File: src/rtl/ysyx_22040895_csrfile_if.sv
// CSR/trap interface between the execute unit (master) and the
// machine-mode CSR file (slave). The _i/_o suffixes follow the CSR
// file's point of view.
interface ysyx_22040895_csrfile_if;
    logic        commit_i_csr;
    logic [2:0]  privileged_op_i_csr;
    logic [11:0] csr_addr_i_csr;
    logic [63:0] csrwdata_i_csr;
    logic [63:0] wdata_mepc_i_csr;
    logic [63:0] wdata_mcause_i_csr;
    logic [63:0] wdata_mstatus_i_csr;
    logic [63:0] csrrdata_o_csr;
    logic [63:0] rdata_mepc_o_csr;
    logic [63:0] rdata_mcause_o_csr;
    logic [63:0] rdata_mtvec_o_csr;
    logic [63:0] rdata_mstatus_o_csr;
    logic        illegal_o_csr;

    modport master (
        output commit_i_csr, privileged_op_i_csr, csr_addr_i_csr, csrwdata_i_csr,
               wdata_mepc_i_csr, wdata_mcause_i_csr, wdata_mstatus_i_csr,
        input  csrrdata_o_csr, rdata_mepc_o_csr, rdata_mcause_o_csr,
               rdata_mtvec_o_csr, rdata_mstatus_o_csr, illegal_o_csr
    );

    modport slave (
        input  commit_i_csr, privileged_op_i_csr, csr_addr_i_csr, csrwdata_i_csr,
               wdata_mepc_i_csr, wdata_mcause_i_csr, wdata_mstatus_i_csr,
        output csrrdata_o_csr, rdata_mepc_o_csr, rdata_mcause_o_csr,
               rdata_mtvec_o_csr, rdata_mstatus_o_csr, illegal_o_csr
    );
endinterface

File: src/rtl/ysyx_22040895_csrfile.sv
// Machine-mode CSR file for the ysyx_22040895 RV64 core.
// Reads are combinational from current register state (no write bypass);
// architectural writes happen on the edge where the execute-stage
// instruction commits. mcycle free-runs, minstret counts commits.
module ysyx_22040895_csrfile (
    input  logic                          clk,
    input  logic                          rst,
    ysyx_22040895_csrfile_if.slave        csr_bus
);

    localparam logic [11:0] ADDR_MSTATUS  = 12'h300;
    localparam logic [11:0] ADDR_MISA     = 12'h301;
    localparam logic [11:0] ADDR_MTVEC    = 12'h305;
    localparam logic [11:0] ADDR_MSCRATCH = 12'h340;
    localparam logic [11:0] ADDR_MEPC     = 12'h341;
    localparam logic [11:0] ADDR_MCAUSE   = 12'h342;
    localparam logic [11:0] ADDR_MCYCLE   = 12'hB00;
    localparam logic [11:0] ADDR_MINSTRET = 12'hB02;
    localparam logic [11:0] ADDR_MHARTID  = 12'hF14;

    localparam logic [2:0] OP_ECALL = 3'b001;
    localparam logic [2:0] OP_MRET  = 3'b010;
    localparam logic [2:0] OP_CSRRS = 3'b011;
    localparam logic [2:0] OP_CSRRW = 3'b100;

    localparam logic [63:0] MSTATUS_RST = 64'h0000_000A_0000_1800;
    localparam logic [63:0] MISA_VAL    = 64'h8000_0000_0000_1100;
    localparam logic [63:0] MHARTID_VAL = 64'h0000_0000_0000_0000;

    // SXL/UXL are hardwired to 64-bit (4'hA); everything else passes through.
    function automatic logic [63:0] mask_mstatus(input logic [63:0] value);
        mask_mstatus = {value[63:36], 4'hA, value[31:0]};
    endfunction

    // mtvec and mepc are always 4-byte aligned.
    function automatic logic [63:0] mask_align(input logic [63:0] value);
        mask_align = {value[63:2], 2'b00};
    endfunction

    // Trap entry: stash MIE in MPIE, disable interrupts, record M-mode as MPP.
    function automatic logic [63:0] ecall_mstatus(input logic [63:0] value);
        logic [63:0] tmp;
        tmp        = value;
        tmp[7]     = value[3];
        tmp[3]     = 1'b0;
        tmp[12:11] = 2'b11;
        ecall_mstatus = mask_mstatus(tmp);
    endfunction

    logic [63:0] mstatus_r, mtvec_r, mscratch_r, mepc_r, mcause_r, mcycle_r, minstret_r;
    logic [63:0] mstatus_nxt_s, mtvec_nxt_s, mscratch_nxt_s, mepc_nxt_s, mcause_nxt_s;
    logic [63:0] mcycle_nxt_s, minstret_nxt_s;

    logic        op_ecall_s, op_mret_s, op_csr_s, op_csrrw_s;
    logic        implemented_s, read_only_s;
    logic [63:0] rdata_s;
    logic        wr_en_s;
    logic        commit_ecall_s, commit_mret_s;

    // Decode the privileged op; reserved encodings behave as no-op.
    always_comb begin
        op_ecall_s = 1'b0;
        op_mret_s  = 1'b0;
        op_csr_s   = 1'b0;
        op_csrrw_s = 1'b0;
        case (csr_bus.privileged_op_i_csr)
            OP_ECALL: op_ecall_s = 1'b1;
            OP_MRET:  op_mret_s  = 1'b1;
            OP_CSRRS: op_csr_s   = 1'b1;
            OP_CSRRW: begin
                op_csr_s   = 1'b1;
                op_csrrw_s = 1'b1;
            end
            default: begin
                op_ecall_s = 1'b0;
                op_mret_s  = 1'b0;
                op_csr_s   = 1'b0;
                op_csrrw_s = 1'b0;
            end
        endcase
    end

    // Address decode: read mux plus implemented/read-only classification.
    always_comb begin
        implemented_s = 1'b1;
        read_only_s   = 1'b0;
        rdata_s       = 64'h0;
        case (csr_bus.csr_addr_i_csr)
            ADDR_MSTATUS:  rdata_s = mstatus_r;
            ADDR_MISA: begin
                rdata_s     = MISA_VAL;
                read_only_s = 1'b1;
            end
            ADDR_MTVEC:    rdata_s = mtvec_r;
            ADDR_MSCRATCH: rdata_s = mscratch_r;
            ADDR_MEPC:     rdata_s = mepc_r;
            ADDR_MCAUSE:   rdata_s = mcause_r;
            ADDR_MCYCLE:   rdata_s = mcycle_r;
            ADDR_MINSTRET: rdata_s = minstret_r;
            ADDR_MHARTID: begin
                rdata_s     = MHARTID_VAL;
                read_only_s = 1'b1;
            end
            default: begin
                rdata_s       = 64'h0;
                implemented_s = 1'b0;
            end
        endcase
    end

    // Write qualification; illegal flags are independent of commit.
    always_comb begin
        wr_en_s        = csr_bus.commit_i_csr & op_csr_s & implemented_s & ~read_only_s;
        commit_ecall_s = csr_bus.commit_i_csr & op_ecall_s;
        commit_mret_s  = csr_bus.commit_i_csr & op_mret_s;
        if (op_csr_s) begin
            csr_bus.illegal_o_csr = ~implemented_s | (op_csrrw_s & read_only_s);
        end else begin
            csr_bus.illegal_o_csr = 1'b0;
        end
    end

    // Next mstatus: CSR write, trap entry or trap return (mutually exclusive ops).
    always_comb begin
        mstatus_nxt_s = mstatus_r;
        if (wr_en_s && (csr_bus.csr_addr_i_csr == ADDR_MSTATUS)) begin
            mstatus_nxt_s = mask_mstatus(csr_bus.csrwdata_i_csr);
        end else if (commit_ecall_s) begin
            mstatus_nxt_s = ecall_mstatus(mstatus_r);
        end else if (commit_mret_s) begin
            mstatus_nxt_s = mask_mstatus(csr_bus.wdata_mstatus_i_csr);
        end else begin
            mstatus_nxt_s = mstatus_r;
        end
    end

    // Next mtvec/mscratch: only written through csrrs/csrrw.
    always_comb begin
        mtvec_nxt_s    = mtvec_r;
        mscratch_nxt_s = mscratch_r;
        if (wr_en_s && (csr_bus.csr_addr_i_csr == ADDR_MTVEC)) begin
            mtvec_nxt_s = mask_align(csr_bus.csrwdata_i_csr);
        end else begin
            mtvec_nxt_s = mtvec_r;
        end
        if (wr_en_s && (csr_bus.csr_addr_i_csr == ADDR_MSCRATCH)) begin
            mscratch_nxt_s = csr_bus.csrwdata_i_csr;
        end else begin
            mscratch_nxt_s = mscratch_r;
        end
    end

    // Next mepc/mcause: CSR write or trap entry.
    always_comb begin
        mepc_nxt_s   = mepc_r;
        mcause_nxt_s = mcause_r;
        if (wr_en_s && (csr_bus.csr_addr_i_csr == ADDR_MEPC)) begin
            mepc_nxt_s = mask_align(csr_bus.csrwdata_i_csr);
        end else if (commit_ecall_s) begin
            mepc_nxt_s = mask_align(csr_bus.wdata_mepc_i_csr);
        end else begin
            mepc_nxt_s = mepc_r;
        end
        if (wr_en_s && (csr_bus.csr_addr_i_csr == ADDR_MCAUSE)) begin
            mcause_nxt_s = csr_bus.csrwdata_i_csr;
        end else if (commit_ecall_s) begin
            mcause_nxt_s = csr_bus.wdata_mcause_i_csr;
        end else begin
            mcause_nxt_s = mcause_r;
        end
    end

    // Next counters: an explicit write beats the increment; both wrap naturally.
    always_comb begin
        mcycle_nxt_s   = mcycle_r + 64'd1;
        minstret_nxt_s = minstret_r;
        if (wr_en_s && (csr_bus.csr_addr_i_csr == ADDR_MCYCLE)) begin
            mcycle_nxt_s = csr_bus.csrwdata_i_csr;
        end else begin
            mcycle_nxt_s = mcycle_r + 64'd1;
        end
        if (wr_en_s && (csr_bus.csr_addr_i_csr == ADDR_MINSTRET)) begin
            minstret_nxt_s = csr_bus.csrwdata_i_csr;
        end else if (csr_bus.commit_i_csr) begin
            minstret_nxt_s = minstret_r + 64'd1;
        end else begin
            minstret_nxt_s = minstret_r;
        end
    end

    // Architectural state registers with asynchronous reset.
    always_ff @(posedge clk or posedge rst) begin
        if (rst) begin
            mstatus_r  <= MSTATUS_RST;
            mtvec_r    <= 64'h0;
            mscratch_r <= 64'h0;
            mepc_r     <= 64'h0;
            mcause_r   <= 64'h0;
            mcycle_r   <= 64'h0;
            minstret_r <= 64'h0;
        end else begin
            mstatus_r  <= mstatus_nxt_s;
            mtvec_r    <= mtvec_nxt_s;
            mscratch_r <= mscratch_nxt_s;
            mepc_r     <= mepc_nxt_s;
            mcause_r   <= mcause_nxt_s;
            mcycle_r   <= mcycle_nxt_s;
            minstret_r <= minstret_nxt_s;
        end
    end

    // Drive read ports straight from register state.
    always_comb begin
        csr_bus.csrrdata_o_csr      = rdata_s;
        csr_bus.rdata_mepc_o_csr    = mepc_r;
        csr_bus.rdata_mcause_o_csr  = mcause_r;
        csr_bus.rdata_mtvec_o_csr   = mtvec_r;
        csr_bus.rdata_mstatus_o_csr = mstatus_r;
    end

endmodule

File: src/flat_wrapper.sv
// flat-port wrapper written by rule: the top's interface ports become plain ports
module ysyx_22040895_csrfile_flat 
  (clk, rst, csr_bus_commit_i_csr, csr_bus_privileged_op_i_csr, csr_bus_csr_addr_i_csr, csr_bus_csrwdata_i_csr, csr_bus_wdata_mepc_i_csr, csr_bus_wdata_mcause_i_csr, csr_bus_wdata_mstatus_i_csr, csr_bus_csrrdata_o_csr, csr_bus_rdata_mepc_o_csr, csr_bus_rdata_mcause_o_csr, csr_bus_rdata_mtvec_o_csr, csr_bus_rdata_mstatus_o_csr, csr_bus_illegal_o_csr);
  ysyx_22040895_csrfile_if csr_bus_i ();
  input  logic clk;
  input  logic rst;
  input wire logic [$bits(csr_bus_i.commit_i_csr)-1:0] csr_bus_commit_i_csr;
  input wire logic [$bits(csr_bus_i.privileged_op_i_csr)-1:0] csr_bus_privileged_op_i_csr;
  input wire logic [$bits(csr_bus_i.csr_addr_i_csr)-1:0] csr_bus_csr_addr_i_csr;
  input wire logic [$bits(csr_bus_i.csrwdata_i_csr)-1:0] csr_bus_csrwdata_i_csr;
  input wire logic [$bits(csr_bus_i.wdata_mepc_i_csr)-1:0] csr_bus_wdata_mepc_i_csr;
  input wire logic [$bits(csr_bus_i.wdata_mcause_i_csr)-1:0] csr_bus_wdata_mcause_i_csr;
  input wire logic [$bits(csr_bus_i.wdata_mstatus_i_csr)-1:0] csr_bus_wdata_mstatus_i_csr;
  output wire logic [$bits(csr_bus_i.csrrdata_o_csr)-1:0] csr_bus_csrrdata_o_csr;
  output wire logic [$bits(csr_bus_i.rdata_mepc_o_csr)-1:0] csr_bus_rdata_mepc_o_csr;
  output wire logic [$bits(csr_bus_i.rdata_mcause_o_csr)-1:0] csr_bus_rdata_mcause_o_csr;
  output wire logic [$bits(csr_bus_i.rdata_mtvec_o_csr)-1:0] csr_bus_rdata_mtvec_o_csr;
  output wire logic [$bits(csr_bus_i.rdata_mstatus_o_csr)-1:0] csr_bus_rdata_mstatus_o_csr;
  output wire logic [$bits(csr_bus_i.illegal_o_csr)-1:0] csr_bus_illegal_o_csr;
  assign csr_bus_i.commit_i_csr = csr_bus_commit_i_csr;
  assign csr_bus_i.privileged_op_i_csr = csr_bus_privileged_op_i_csr;
  assign csr_bus_i.csr_addr_i_csr = csr_bus_csr_addr_i_csr;
  assign csr_bus_i.csrwdata_i_csr = csr_bus_csrwdata_i_csr;
  assign csr_bus_i.wdata_mepc_i_csr = csr_bus_wdata_mepc_i_csr;
  assign csr_bus_i.wdata_mcause_i_csr = csr_bus_wdata_mcause_i_csr;
  assign csr_bus_i.wdata_mstatus_i_csr = csr_bus_wdata_mstatus_i_csr;
  assign csr_bus_csrrdata_o_csr = csr_bus_i.csrrdata_o_csr;
  assign csr_bus_rdata_mepc_o_csr = csr_bus_i.rdata_mepc_o_csr;
  assign csr_bus_rdata_mcause_o_csr = csr_bus_i.rdata_mcause_o_csr;
  assign csr_bus_rdata_mtvec_o_csr = csr_bus_i.rdata_mtvec_o_csr;
  assign csr_bus_rdata_mstatus_o_csr = csr_bus_i.rdata_mstatus_o_csr;
  assign csr_bus_illegal_o_csr = csr_bus_i.illegal_o_csr;
  ysyx_22040895_csrfile u_core (.clk(clk), .rst(rst), .csr_bus(csr_bus_i));
endmodule
File: config.mk
export PLATFORM = sky130hd
export DESIGN_NAME = ysyx_22040895_csrfile_flat
export DESIGN_NICKNAME = d
export VERILOG_FILES = /design/src/rtl/ysyx_22040895_csrfile_if.sv /design/src/rtl/ysyx_22040895_csrfile.sv /design/src/flat_wrapper.sv
export SDC_FILE = /design/constraint.sdc
export NUM_CORES = 1
export LEC_CHECK = 0
export BUFFER_PORTS_ARGS = -buffer_cell sky130_fd_sc_hd__buf_4
export CAP_MARGIN = 40
export CORE_UTILIZATION = 30
export DETAILED_ROUTE_END_ITERATION = 6
export HOLD_SLACK_MARGIN = 0.08
export PLACE_DENSITY = 0.54
export SYNTH_ARGS = -nofsm -noshare
export SYNTH_HDL_FRONTEND = slang
export SYNTH_SLANG_ARGS = --single-unit
File: constraint.sdc
create_clock -name clk -period 11.9 [get_ports clk]
set_input_delay 0.595 -clock clk [delete_from_list [all_inputs] [get_ports clk]]
set_output_delay 0.595 -clock clk [all_outputs]
set_load 0.005 [all_outputs]
# ---- After elaboration in Yosys (flattened, before gate mapping)
# Index checks and enable logic that the tools add are counted.
dict set report totals {
  regBits 446
  input_bits 274
  output_inout_bits 321
}
dict set report classes {
  add_sub_neg 2
  n_eq_ne 14
  n_mux 18
  bitwise 9
  reduce_logical 16
}
# operator count
set op_table {}
lappend op_table {{$mux 64} 10}
lappend op_table {{$pmux 64 s8} 1}
lappend op_table {{$add 64x1->64 const B} 2}
lappend op_table {{$eq 12x10->1 const B} 6}
lappend op_table {{$eq 12x12->1 const B} 3}
lappend op_table {{$reduce_or 9->1} 1}
lappend op_table {{$reduce_bool 2->1} 4}
lappend op_table {{$logic_and 1x1->1} 7}
lappend op_table {{$mux 1} 7}
lappend op_table {{$and 1x1->1} 6}
lappend op_table {{$eq 3x2->1 const B} 2}
lappend op_table {{$reduce_or 2->1} 2}
lappend op_table {{$eq 3x1->1 const B} 1}
lappend op_table {{$eq 3x3->1 const B} 1}
lappend op_table {{$reduce_bool 3->1} 1}
lappend op_table {{$ne 2x2->1 const B} 1}
lappend op_table {{$not 1->1} 2}
lappend op_table {{$reduce_and 2->1} 1}
lappend op_table {{$or 1x1->1} 1}

# ---- Logic depth before layout (Yosys ltp)
# Gate-level depths: netlist of the first run.
dict set report depth {
  depth_word 9
  mapped_depth 9
  ltp_nobuf 6
}

# ---- Worst setup path before layout of the first run
# No wires, ideal clock.
dict set report synth_timing {
  kind {input-to-output}
  startpoint {input port csr_bus_csr_addr_i_csr[6]}
  endpoint {output port csr_bus_csrrdata_o_csr[21]}
  arrival_time_ps 2499
  required_ps 11305
  path_slack_ps 8806
  stages 8
  n_path_buf 4
  cell_sequence {clkbuf_1 > or4b_1 > clkbuf_1 > nor4b_1 > buf_2 > buf_1 > a222oi_1 > nand3_1}
}
dict set report synth_via {
  elab_chain_len 2
  word_cells_on_any_way 9
  cone_classes {eq/ne (8); mux (1)}
}
# item line_no
set synth_lines {}
lappend synth_lines {{start, declared} flat_wrapper.sv:9} ;# input wire logic [$bits(csr_bus_i.csr_addr_i_csr)-1:0] csr_bus_csr_addr_i_csr;
lappend synth_lines {{$eq 12x12->1 or $eq 12x10->1 (tied branches)} ysyx_22040895_csrfile.sv:88} ;# case (csr_bus.csr_addr_i_csr)
lappend synth_lines {{$pmux 64 s8 (*)} ysyx_22040895_csrfile.sv:88}
lappend synth_lines {{end, declared} flat_wrapper.sv:14} ;# output wire logic [$bits(csr_bus_i.csrrdata_o_csr)-1:0] csr_bus_csrrdata_o_csr;
# Mark *: on every way between the ends. The rest lies on a longest branch, timed or not.

# ---- Worst setup path in the final report of the first run
dict set report layout_timing {
  startpoint {input port csr_bus_csr_addr_i_csr[6]}
  endpoint {output port csr_bus_csrrdata_o_csr[22]}
}
# The elaborated chain is that of the path after synthesis.

==> results_dict.tcl, run 1 <==
set metrics [dict create \
    cp_max_fo 43 \
    synth.distinct_cells 69 \
    place.gp.congestion 0.866 \
    grt_pass1_wl_um 145000 \
    seqPwrFrac_pct 44.6 \
    power.density_nw_per_um2 133 \
    cts_tree "done" \
    yosys_register_bits 440 \
    grt_pass1_vias 22485 \
    yosysWarnings 0 \
    via_per_inst 5.78 \
    io_pins 595 \
    switching_share_pct 27.0 \
    start_util_pct 30.5 \
    gr-total-overflow 0 \
    ctsResizeCount 0 \
    drt_iter0_drc 2231 \
    floorplan.die.width_um 278 \
    avgRoutedWirePerCell_um 24.7 \
    drc_errors 1 \
    clockBufferDepth 3 \
    finalMaxSlewViolations 0 \
    fin_crit_ns 4.18 \
    avgSynthCellArea_um2 9.49 \
    insertion_delay_ns 0.60 \
    ir_worst_vdd_mv 0.101 \
    ant_nets 0 \
    numPortBuffers 580 \
    syn_to_final_growth_pct 32.2 \
    dieHeight_um 278 \
    tns_ns 0 \
    synth_edf_count 0 \
    startpoint_type "primary input" \
    path_common_cell "buf_4" \
    rsz0062_at_grt "false" \
    stdcell_area_um2 30200 \
    path_class "primary input to primary output" \
    synth_top_area_share_pct 48.0 \
    tightestPinTransition_ns 1.04 \
    required_ns 11.31 \
    antenna_found_initial 0 \
    clockPowerShare_pct 41.8 \
    ys_seq_area_share_pct 48.2 \
    cts.sinks 440 \
    clkTransAtPathRegs_ns 0.06 \
    power_uw 4030 \
    switchingPower_uw 1090 \
    syn-cell-area_um2 22800 \
    hold_class "primary input to flop" \
    intPower_uw 2940 \
    cpPeakStageDelay_ns 0.79 \
    cts_buffers 54 \
    finalClockSkew_ns 0.0142 \
    p_leak_uw 0.0140 \
    setup_violations 0 \
    crit_path_cell_trace "buf_4 -> nor4_1 -> and4_4 -> buf_4 -> a222oi_1 -> nand3_1 -> buf_4" \
    ys.flop_type "dfrtp_1" \
    synth.area.top_cells "dfrtp_1, nand2_1, a22oi_1" \
    slew_headroom_pct 30.7 \
    clock-root-buffer "clkbuf_16" \
    async_flop_share_pct 100 \
    violations "DRC" \
    rows 100 \
    fmax_ghz 0.239 \
    critical-path-slowest-cell "and4_4" \
    synth.largest_area_cell "dfrtp_1" \
    placed_cell_area_um2 28400 \
    drive_above_1_share_pct 30.2 \
    synthCells 2404 \
    core_area_um2 74800 \
    status "complete, but fails checks" \
    nets 3175 \
    antennaDiodeCount 0 \
    period_share_pct 35.1 \
    firstDrtPassIters 7 \
    max_cap_violations 0 \
    htree_num_levels 2 \
    ys_top_cells_by_count "nand2_1, dfrtp_1, a22oi_1, clkbuf_1, mux2_2" \
    synth_most_common_cell "nand2_1" \
    grt_usage_pct 24.2 \
    arrival_ns 3.59 \
    dieArea_um2 77200 \
    routed_wl_um 96500 \
    grt_max_degree 163 \
    nFillCells 7353 \
    vias 22586 \
    combPwrFrac_pct 13.6 \
    dp_hpwl_um 68500 \
    cp-end-kind "primary output" \
    hold_viol 0 \
]
[registers in the layout (all words and copies together) (netlist names)]
signal                              cells
u_core.csr_bus.rdata_mcause_o_csr      64
u_core.mcycle_r                        64
u_core.minstret_r                      64
u_core.mscratch_r                      64
u_core.csr_bus.rdata_mepc_o_csr        62
u_core.csr_bus.rdata_mtvec_o_csr       62
u_core.csr_bus.rdata_mstatus_o_csr     60
[power groups by stage]
stage | registers, µW | clock network (µW) | logic (µW)
floorplan | 1790 | 0 | 181
global placement | 1810 | 0 | 537
detailed placement | 1820 | 0 | 552
CTS | 1790 | 1720 | 554
global route | 1810 | 1780 | 601
finish | 1800 | 1680 | 547
[placed cells by master (no fill, tap or decap), drive strengths merged, types with 65 or more instances in the layout]
cell / Yosys / final
buf: 61 / 635
nand2: 529 / 529
dfrtp: 438 / 438
a22oi: 194 / 194
mux2: 126 / 126
a222oi: 114 / 114
nand3: 109 / 109
o21ai: 106 / 106
clkbuf: 142 / 80
nor2: 65 / 65
[final timing paths]
path,slack (ns),depth (start not counted),start,end
setup / recovery,7.72,7,csr_bus_csr_addr_i_csr[6],csr_bus_csrrdata_o_csr[22]
hold / removal,0.21,3,csr_bus_wdata_mstatus_i_csr[1],u_core.csr_bus.rdata_mstatus_o_csr[1]$_DFFE_PP0P_
hold reg to reg,0.51,2,u_core.csr_bus.rdata_mepc_o_csr[35]$_DFFE_PP0P_,u_core.csr_bus.rdata_mepc_o_csr[35]$_DFFE_PP0P_
max in group asynchronous,9.39,5,rst,u_core.csr_bus.rdata_mstatus_o_csr[26]$_DFFE_PP0P_
setup reg to reg,8.94,6,u_core.minstret_r[2]$_DFFE_PP0P_,u_core.minstret_r[47]$_DFFE_PP0P_
min in group asynchronous,0.59,3,rst,u_core.csr_bus.rdata_mepc_o_csr[56]$_DFFE_PP0P_
[cells by family (layout without fill, tap and decap cells)]
kind of cell               count (synthesis)  in the layout  synth area share [%]
xor gates and xnor gates                  43             43                  1.65
and+or+nand+nor                          945            945                  19.3
other                                      2              8                0.0329
AOI/OAI and AO/OA                        581            581                  19.2
muxes                                    142            142                  6.92
adders and majority gates                  2              2                 0.110
DFF                                      440            440                  48.2
buffers and inverters                    249            779                  4.50
[metal layers]
| metal | vias to the layer above | routed length (µm) | track usage, % | share of wire, % |
|---|---|---|---|---|
| met5 | - | 0 | 0 | 0 |
| met4 | 0 | 2280 | 6.79 | 2.4 |
| met3 | 150 | 6860 | 4.06 | 7.1 |
| met2 | 1073 | 46500 | 40.5 | 48 |
| met1 | 11376 | 40900 | 32.1 | 42 |
| li1 | 9987 | - | - | - |
[worst max-delay path: cells and delay by family]
kind                   cells  cell delay, ns
AO/OA/AOI/OAI              1            0.26
buffers and inverters      3            0.90
AND/OR/NAND/NOR            3            1.75
[through the flow]
step / hold WS, ns / setup slack [ns] / utilization (%) / std cells
floorplan: 0.480 / 5.36 / - / 2410
global placement: 0.486 / 7.46 / 37.5 / 3795
detailed placement: 0.494 / 7.39 / 37.9 / 3811
CTS: 0.174 / 7.73 / 40.3 / 3909
global route: 0.194 / 7.50 / 40.3 / 3909
finish: 0.209 / 7.72 / 40.3 / 3909
[repair_timing]
action                    in CTS  in global routing
buffers inserted               0                  0
hold endpoints to repair      20                  0
hold buffers                   1                  0
[area by class of cell]
class,instances,area [µm²],area share [%]
clock buffer,80,1600,5.30
clock inverter,17,198,0.655
inverter,46,176,0.585
multi-input combinational,1721,11000,36.4
sequential,440,11000,36.5
tap,969,1210,4.02
timing repair buffer,636,5000,16.6
No activity file was read; power rests on OpenSTA's default activity.
==> inputs of run 2 (changes only) <==
Settings changed: PLACE_DENSITY 0.54 to 0.52.
Clock period 11.9 ns to 4 ns, I/O delays scaled along.
==> run 2 against run 1 <==
The run still ends with DRC left. Worst hold slack improved by 0.042 ns. Critical path depth did not move. Worst setup slack got worse by 6.8 ns. Sequential share of layout area fell by 4.6 points. First-iteration DRC count rose by 16%. Die area did not move. Power rose to 3.0 times the previous value. Clock skew rose by 0.0057 ns. Via count rose by 9.4%. Wire length rose by 6.4%. Design area rose by 14%. Combinational power rose to 3.5 times the previous value. Critical endpoint is now csr_bus_csrrdata_o_csr[25]. Largest power group unchanged.
==> results_dict.tcl, run 2 (synthesis results as in run 1) <==
set metrics [dict create \
    path_class "primary input to primary output" \
    r2r-end "u_core.minstret_r[62]$_DFFE_PP0P_" \
    clkTransAtPathRegs_ns 0.06 \
    r2r_cells 6 \
    floorplan.die.width_um 278 \
    stdcell_area_um2 34500 \
    grt_usage_pct 25.8 \
    critical-path-slowest-cell "nor4_1" \
    dieArea_um2 77200 \
    finalMaxSlewViolations 0 \
    routed_wl_um 103000 \
    fin_ws_ns 0.920 \
    tightestPinTransition_ns 0.956 \
    violations "DRC" \
    switchingPower_uw 3360 \
    start_util_pct 30.5 \
    ant_nets 0 \
    drc_errors 12 \
    fmax_ghz 0.325 \
    cts_hold_buf 427 \
    syn_to_final_growth_pct 51.4 \
    setup_violations 0 \
    gr-total-overflow 0 \
    cts.sinks 440 \
    cp_max_fo 31 \
    ir_worst_vdd_mv 0.289 \
    arrival_ns 2.88 \
    nets 3613 \
    final_cell_mix "buf_4, nand2_1, dfrtp_1, dlygate4sd3_1, a22oi_1" \
    io_pins 595 \
    finalClockSkew_ns 0.0200 \
    required_ns 3.80 \
    hold_depth 6 \
    hold_class "primary input to flop" \
    placed_cell_area_um2 28500 \
    cpPeakStageDelay_ns 0.76 \
    period_share_pct 77.0 \
    path_common_cell "buf_4" \
    cts_tree "done" \
    dp_slack_ns 0.971 \
    rows 100 \
    intPower_uw 8820 \
    vias 24704 \
    htree_num_levels 2 \
    worstSetupEndpoint "csr_bus_csrrdata_o_csr[25]" \
    slew_headroom_pct 36.3 \
    grt_pass1_vias 25192 \
    seqPwrFrac_pct 43.9 \
    status "complete, but fails checks" \
    drt_iter0_drc 2587 \
    place.gp.congestion 0.868 \
    cp-end-kind "primary output" \
    crit_family "simple AND/OR/NAND/NOR gates" \
    dp_hpwl_um 68300 \
    reg2reg_slack_ns 1.02 \
    antenna_found_initial 2 \
    r2r-start "u_core.minstret_r[0]$_DFFE_PP0P_" \
    numPortBuffers 580 \
    via_per_inst 5.67 \
    crit_path_cell_trace "buf_4 -> nor4_1 -> and4_4 -> buf_4 -> a222oi_1 -> nand3_1 -> buf_4" \
    avgRoutedWirePerCell_um 23.6 \
    critPathBufInv 3 \
    post-route-util_pct 46.2 \
    max_cap_violations 0 \
    post-cts-setup-buffer-count 0 \
    ctsResizeCount 0 \
    clockBufferDepth 3 \
    firstDrtPassIters 7 \
    insertion_delay_ns 0.62 \
    grt_max_degree 92 \
    drive_above_1_share_pct 26.7 \
    worstSetupStartpoint "csr_bus_csr_addr_i_csr[6]" \
    grt_pass1_wl_um 155000 \
    rsz0062_at_grt "false" \
    path_depth 7 \
    cts_buffers 54 \
    hold_viol 0 \
    dieHeight_um 278 \
    clockPowerShare_pct 40.4 \
    startpoint_type "primary input" \
    core_area_um2 74800 \
    clock-root-buffer "clkbuf_16" \
    combPwrFrac_pct 15.8 \
    p_leak_uw 0.0153 \
    fin_crit_ns 3.08 \
    final_common_cell "buf_4" \
    power.density_nw_per_um2 353 \
    switching_share_pct 27.6 \
]
-- run 2: cell count changes in the layout (fill, tap and decap cells not counted) --
cell | previous run | this run
buf_16 | 5 | 0
clkinvlp_4 | 3 | 5
inv_6 | 1 | 0
clkinv_4 | 1 | 2
clkbuf_16 | 55 | 57
clkbuf_1 | 12 | 14
buf_4 | 619 | 624
clkbuf_8 | 13 | 11
clkinv_2 | 9 | 13
bufinv_16 | 4 | 1
clkbuf_4 | 0 | 1
dlygate4sd3_1 | 1 | 427
buf_12 | 10 | 21
diode_2 | 0 | 2
-- run 2: how the worst min path moves through the flow --
stage | from | to | slack [ns]
floorplan | csr_bus_csrwdata_i_csr[1] | u_core.mcycle_r[1]$_DFF_PP0_ | 0.31
CTS | csr_bus_commit_i_csr | u_core.minstret_r[55]$_DFFE_PP0P_ | 0.20
global placement | rst | u_core.csr_bus.rdata_mcause_o_csr[61]$_DFFE_PP0P_ | 0.39
finish | csr_bus_commit_i_csr | u_core.minstret_r[55]$_DFFE_PP0P_ | 0.25
detailed placement | rst | u_core.csr_bus.rdata_mcause_o_csr[61]$_DFFE_PP0P_ | 0.40
global route | csr_bus_commit_i_csr | u_core.minstret_r[28]$_DFFE_PP0P_ | 0.28
-- run 2: per-layer routing --
layer	vias up	wire [µm]	GRT usage, %
met1	12320	42600	33.2
met5	-	0	0
li1	10900	-	-
met4	0	3350	9.94
met2	1257	49400	43.3
met3	227	7320	4.02
-- run 2: power groups by stage --
stage | sequential (µW) | clock [µW] | combinational [µW]
finish | 5350 | 4920 | 1920
detailed placement | 5410 | 0 | 1640
CTS | 5330 | 5050 | 1910
floorplan | 5310 | 0 | 539
global route | 5390 | 5220 | 2090
global placement | 5390 | 0 | 1620
-- run 2: layout make-up --
class | count | area [µm²]
clock buffer | 82 | 1630
antenna | 2 | 5.00
timing repair buffer | 1074 | 9390
clock inverter | 20 | 143
tap | 969 | 1210
multi-input combinational | 1721 | 11000
fill | 6973 | 40300
inverter | 46 | 176
sequential | 440 | 11000
-- run 2: worst min-delay path: cells and delay by family --
| family | cells | cell delay [ns] |
|---|---|---|
| compound gates | 1 | 0.07 |
| buf+inv | 1 | 0.15 |
| simple gates | 4 | 0.40 |
-- run 2: metrics by stage --
step | hold WS, ns | instances | setup TNS, ns | total power [µW]
after floorplan | 0.305 | 2410 | -939.90 | 5850
after global placement | 0.386 | 3818 | 0 | 7000
after detailed placement | 0.396 | 3822 | 0 | 7050
after CTS | 0.204 | 4351 | 0 | 12300
after global routing | 0.275 | 4354 | 0 | 12700
final | 0.252 | 4354 | 0 | 12200
